[src/rtl/serial_adder_pkg.sv]
// -----------------------------------------------------------------------------
// serial_adder_pkg
// Shared definitions for the serial chunk adder:
//   state_t    - FSM state encoding (S_IDLE, S_RUN, S_DONE), 2 bits
//   nchunk_of  - number of slice cycles for a given WIDTH/CHUNK
//   idx_width  - width of the chunk index counter, clog2(NCHUNK) but never 0
// -----------------------------------------------------------------------------
package serial_adder_pkg;

  typedef enum logic [1:0] {
    S_IDLE = 2'd0,
    S_RUN  = 2'd1,
    S_DONE = 2'd2
  } state_t;

  function automatic int nchunk_of(input int width, input int chunk);
    return width / chunk;
  endfunction

  // A single-slice configuration still needs a 1-bit index register.
  function automatic int idx_width(input int n);
    return (n <= 1) ? 1 : $clog2(n);
  endfunction

endpackage

[src/rtl/chunk_adder.sv]
// -----------------------------------------------------------------------------
// chunk_adder
// Combinational CHUNK-bit adder slice: {cout, s} = a + b + cin.
// Ports:
//   a, b   in  CHUNK  slice operands
//   cin    in  1      carry into bit 0
//   s      out CHUNK  slice sum
//   cout   out 1      carry out of bit CHUNK-1
//   c_msb  out 1      carry into bit CHUNK-1 (for signed overflow)
// -----------------------------------------------------------------------------
module chunk_adder #(
  parameter int CHUNK = 8
) (
  input  logic [CHUNK-1:0] a,
  input  logic [CHUNK-1:0] b,
  input  logic             cin,
  output logic [CHUNK-1:0] s,
  output logic             cout,
  output logic             c_msb
);

  always_comb begin
    {cout, s} = a + b + cin;
    // Sum bit = a ^ b ^ carry_in at that position, so the carry into the
    // MSB falls out without a second adder. Also holds for CHUNK=1 (= cin).
    c_msb = s[CHUNK-1] ^ a[CHUNK-1] ^ b[CHUNK-1];
  end

endmodule

[src/rtl/serial_chunk_adder.sv]
// -----------------------------------------------------------------------------
// serial_chunk_adder
// Multi-cycle add/subtract unit. Processes one CHUNK-bit slice per clock,
// LSB slice first, carrying between slices through a register.
//   sub=0: S = A + B + C0        sub=1: S = A - B - C0 (= A + ~B + ~C0)
// Ports:
//   clk    in   rising-edge clock
//   reset  in   synchronous, active-high reset
//   start  in   request, honoured only while ready=1
//   A, B   in   WIDTH operands, sampled on the accepting edge
//   C0     in   carry-in (add) / borrow-in (sub)
//   sub    in   subtract mode
//   ready  out  high in IDLE
//   done   out  one-cycle pulse while the new result is valid
//   S      out  WIDTH result, held until the next operation completes
//   Cout   out  carry-out (add) / not-borrow (sub)
//   V      out  two's-complement overflow of the WIDTH-bit result
// -----------------------------------------------------------------------------
module serial_chunk_adder
  import serial_adder_pkg::*;
#(
  parameter int WIDTH = 32,
  parameter int CHUNK = 8
) (
  input  logic             clk,
  input  logic             reset,
  input  logic             start,
  input  logic [WIDTH-1:0] A,
  input  logic [WIDTH-1:0] B,
  input  logic             C0,
  input  logic             sub,
  output logic             ready,
  output logic             done,
  output logic [WIDTH-1:0] S,
  output logic             Cout,
  output logic             V
);

  localparam int NCHUNK = nchunk_of(WIDTH, CHUNK);
  localparam int IDXW   = idx_width(NCHUNK);
  localparam logic [IDXW-1:0]  LAST_IDX   = IDXW'(NCHUNK - 1);
  localparam logic [WIDTH-1:0] SLICE_MASK = WIDTH'({CHUNK{1'b1}});

  state_t state, state_nxt;

  logic [WIDTH-1:0] op_a;
  logic [WIDTH-1:0] op_b;
  logic [WIDTH-1:0] shadow;
  logic [WIDTH-1:0] res_nxt;
  logic             carry;
  logic [IDXW-1:0]  idx;
  logic             last_slice;

  logic [31:0]      base;
  logic [CHUNK-1:0] a_sl;
  logic [CHUNK-1:0] b_sl;
  logic [CHUNK-1:0] sum_sl;
  logic             c_out;
  logic             c_msb;

  // ---------------------------------------------------------------------------
  // Slice selection and merge
  // ---------------------------------------------------------------------------
  always_comb begin
    base       = 32'(idx) * 32'(CHUNK);
    a_sl       = CHUNK'(op_a >> base);
    b_sl       = CHUNK'(op_b >> base);
    last_slice = (idx == LAST_IDX);
    // Shadow with slice idx replaced by this cycle's sum.
    res_nxt    = (shadow & ~(SLICE_MASK << base)) | (WIDTH'(sum_sl) << base);
  end

  chunk_adder #(
    .CHUNK(CHUNK)
  ) u_chunk_adder (
    .a    (a_sl),
    .b    (b_sl),
    .cin  (carry),
    .s    (sum_sl),
    .cout (c_out),
    .c_msb(c_msb)
  );

  // ---------------------------------------------------------------------------
  // FSM
  // ---------------------------------------------------------------------------
  always_ff @(posedge clk) begin
    if (reset) begin
      state <= S_IDLE;
    end else begin
      state <= state_nxt;
    end
  end

  always_comb begin
    state_nxt = state;
    ready     = 1'b0;
    done      = 1'b0;
    case (state)
      S_IDLE: begin
        ready = 1'b1;
        if (start) begin
          state_nxt = S_RUN;
        end
      end
      S_RUN: begin
        if (last_slice) begin
          state_nxt = S_DONE;
        end
      end
      S_DONE: begin
        done      = 1'b1;
        state_nxt = S_IDLE;
      end
      default: begin
        state_nxt = S_IDLE;
      end
    endcase
  end

  // ---------------------------------------------------------------------------
  // Datapath registers
  // ---------------------------------------------------------------------------
  always_ff @(posedge clk) begin
    if (reset) begin
      op_a   <= '0;
      op_b   <= '0;
      shadow <= '0;
      carry  <= 1'b0;
      idx    <= '0;
      S      <= '0;
      Cout   <= 1'b0;
      V      <= 1'b0;
    end else begin
      case (state)
        S_IDLE: begin
          if (start) begin
            // Subtraction is folded into the operands: A + ~B + ~C0.
            op_a   <= A;
            op_b   <= sub ? ~B : B;
            carry  <= sub ? ~C0 : C0;
            shadow <= '0;
            idx    <= '0;
          end
        end
        S_RUN: begin
          shadow <= res_nxt;
          carry  <= c_out;
          idx    <= idx + IDXW'(1);
          // S only changes here, so partial sums never reach the output.
          if (last_slice) begin
            S    <= res_nxt;
            Cout <= c_out;
            V    <= c_msb ^ c_out;
          end
        end
        default: begin
        end
      endcase
    end
  end

endmodule

[config.mk]
export PLATFORM = sky130hd
export DESIGN_NAME = serial_chunk_adder
export DESIGN_NICKNAME = d
export VERILOG_FILES = /design/src/rtl/serial_adder_pkg.sv /design/src/rtl/chunk_adder.sv /design/src/rtl/serial_chunk_adder.sv
export SDC_FILE = /design/constraint.sdc
export NUM_CORES = 1
export LEC_CHECK = 0
export BUFFER_PORTS_ARGS = -buffer_cell sky130_fd_sc_hd__buf_2
export CAP_MARGIN = 20
export CORE_MARGIN = 1
export CORE_UTILIZATION = 55
export DETAILED_ROUTE_END_ITERATION = 10
export PLACE_DENSITY = 0.84
export SETUP_SLACK_MARGIN = 0.1
export SLEW_MARGIN = 20
export SYNTH_ARGS = -nofsm -noshare
export SYNTH_HDL_FRONTEND = slang
export SYNTH_SLANG_ARGS = --single-unit
[constraint.sdc]
create_clock -name clk -period 4.4 [get_ports clk]
set_input_delay 0.44 -clock clk [delete_from_list [all_inputs] [get_ports clk]]
set_output_delay 0.44 -clock clk [all_outputs]
set_load 0.01 [all_outputs]
==> impl_metrics.yaml <==
power_and_ir_drop:
  pwr_density_cell_nw_per_um2: 448.8
  sw_frac_of_total: 0.2442
  p_int_mw: 2.337
  switchingPower_mw: 0.7551
  leakage_nw: 2.714
  p_seq_frac: 0.401
  combPwrFrac: 0.132
  vdd_drop_max_uv: 233.0
  clkPwrFrac: 0.467
cts:
  worstSkewPairLatency_ns: 0.51
  cts_hold_buf: 0
  cts_tree: "built"
  clkTransAtPathRegs_ns: 0.05
  post_cts_buffers: 0
  clockBufferDepth: 2
  h-tree-depth: 4
  cts-root-buf: "clkbuf_8"
  numClockSinks: 127
  cts_buffers: 17
  cts_resized: 0
logic_synthesis:
  avgSynthCellArea_um2: 8.628
  synth_top_family_by_area: "compound AO/OA/AOI/OAI gates"
  synth_compound_area_frac: 0.1854
  synth-seq-cells: 127
  synth-adder-area-share: 0.03101
  yosys_warnings: 0
  ys_dominant_reg_cell: "dfxtp_1"
  synth_nets: 746
  syn_inst: 664
  yosys.area_share.simple: 0.1710
  netlist_top_cells_area: "dfxtp_1, nand2_1, a21oi_1"
  syn-cell-area_um2: 5729
  yosysTopAreaCell: "dfxtp_1"
  netlist.area_leader.share: 0.4438
  ys_seq_area_frac: 0.4438
  synth-edff-count: 0
  synthArstFlopShare: 0
  yosysUniqueCellTypes: 39
  synthMuxAreaShare: 0.06464
  synth_xor_area_frac: 0.05809
setup_path:
  cp-end-kind: "register"
  crit_family: "compound AO/OA/AOI/OAI gates"
  cp-start-kind: "register"
  max_stage_delay_ns: 0.56
  worst_path_most_repeated_cell: "fa_1"
  path_class: "register to register"
  crit_buf_inv: 2
  crit_slowest_cell: "mux4_2"
  worstPathArrival_ns: 3.86
  cp_max_fo: 13
  required_ns: 4.84
  crit_chain: "buf_4, mux4_2, fa_1, inv_1, fa_1, nor2b_1, o2111ai_1, a21oi_1, or3_1, a2111o_1, nand3_1"
place:
  hpwl_mm: 9.726
  place.gp.congestion: 0.8612
  dp_slack_ns: 1.094
  place_inst: 854
  portBuffers: 104
grt:
  grt_max_degree: 66
  grt_pass1_vias: 5089
  grt.overflow.total: 0
  grt_pass1_wl_mm: 24.23
  antenna_found_initial: 0
  grt_usage: 0.2786
sta:
  worstMarginPinSlew_ns: 1.067
  final-hold-violation-count: 0
  fin_skew_ns: 0.004662
  setup_ws_ns: 0.9816
  rsz0062_at_grt: "false"
  fmax_ghz: 0.2925
  holdWs_ns: 0.1741
  max_slew_margin: 0.2870
  period_needed_ns: 3.418
  period_share: 0.7769
  timing_max_transition_violations_final: 0
  fin_setup_tns_ns: 0
  finalSetupViolations: 0
detailed_routing:
  drtAntennaViolNets: 0
  viasPerCell: 5.846
  wirelength_mm: 14.55
  dr.pass1.iters: 6
  drc_errors: 0
  drt_iter0_markers: 328
  vias: 5168
  detail_route.wl_per_cell_um: 16.46
floorplanning:
  dieArea_um2: 10830
  rows: 36
  design.core.area_um2: 9955
  die_y_um: 104.1
  die_w_um: 104.1
  io_pins: 105
  start_util: 0.5755
run_status:
  status: "completed"
cells_and_area:
  fin_util: 0.6921
  layout-drive-gt1-share: 0.2091
  nFillCells: 780
  final_cell_count_no_fill: 884
  area_delta_synth_final_pct: 20.24
  diodes: 0
  mostFrequentLayoutCells: "dfxtp_1, buf_2, nand2_1"
  final_nets: 822
  layout_commonest_cell: "dfxtp_1"
min_path:
  holdCritPathClass: "primary input to register"
run:
  max-cap-violations: 0
-- cell type report --
| type | count | area, µm² | share of cell area |
|---|---|---|---|
| Clock buffer | 24 | 480.5 | 0.06974 |
| Clock inverter | 6 | 130.1 | 0.01889 |
| Inverter | 13 | 48.80 | 0.007083 |
| Multi-Input combinational cell | 470 | 2925 | 0.4246 |
| Sequential cell | 127 | 2542 | 0.3691 |
| Tap cell | 133 | 166.4 | 0.02416 |
| Timing Repair Buffer | 111 | 595.6 | 0.08645 |
-- power groups by stage --
stage	registers (mW)	logic (mW)	clock network (mW)
floorplan	1.25	0.290	0
global placement	1.26	0.380	0
detailed placement	1.26	0.397	0
CTS	1.24	0.403	1.45
global route	1.24	0.445	1.51
finish	1.24	0.408	1.44
-- cell families after synthesis --
group	count (synthesis)
compound gates	165
xor+xnor	38
fa+ha+maj	13
buf+inv	67
flops	127
mux	17
simple gates	237
-- worst paths after layout --
check / startpoint / end / slack, ns / cells past startpoint
max reg2reg: idx[0] / V / 0.98 / 11
min reg2reg: S[19] / S[19] / 0.45 / 2
min: A[23] / op_a[23] / 0.17 / 3
max: idx[0] / V / 0.98 / 11
-- state kept, by name, summed over array words and instances (netlist names) --
signal and flops:
op_b 32, op_a 32, Cout 1, S 32, carry 1, state 2, V 1, shadow 24
idx 2
-- layer usage --
layer	global-route usage	share of wire
met5	0	0
met4	0.1153	0.029
met3	0.07143	0.056
met2	0.4948	0.53
met1	0.3169	0.39
-- metrics by stage --
stage          power, mW  area (µm²)
6_report           3.092        6889
5_1_grt            3.200        6889
4_1_cts            3.091        6889
3_5_place_dp       1.659        6279
3_3_place_gp       1.638        6250
2_1_floorplan      1.539        5729
-- cell usage after synthesis (2+ instances only) --
master,n
o21ai_0,7
nand2b_1,5
ha_1,11
nand3_1,22
mux4_2,16
buf_2,4
o32ai_1,2
nor3_1,10
a31oi_1,8
xnor2_1,35
and2_1,2
nor2b_1,4
a22o_1,5
clkbuf_1,44
a21o_1,3
xor2_1,3
nor2_1,86
a211oi_1,45
buf_1,5
dfxtp_1,127
fa_1,2
a21oi_1,73
nand2_1,100
inv_1,13
a22oi_1,9
nand4_1,4
a221oi_1,7
-- worst reg2reg max path: stages, from the launching register on --
cell,delay (ns)
dfxtp_1,0.33
buf_4,0.27
mux4_2,0.57
fa_1,0.43
inv_1,0.09
fa_1,0.21
nor2b_1,0.09
o2111ai_1,0.30
a21oi_1,0.17
or3_1,0.42
a2111o_1,0.42
nand3_1,0.07
No activity file was read; power rests on OpenSTA's default activity.
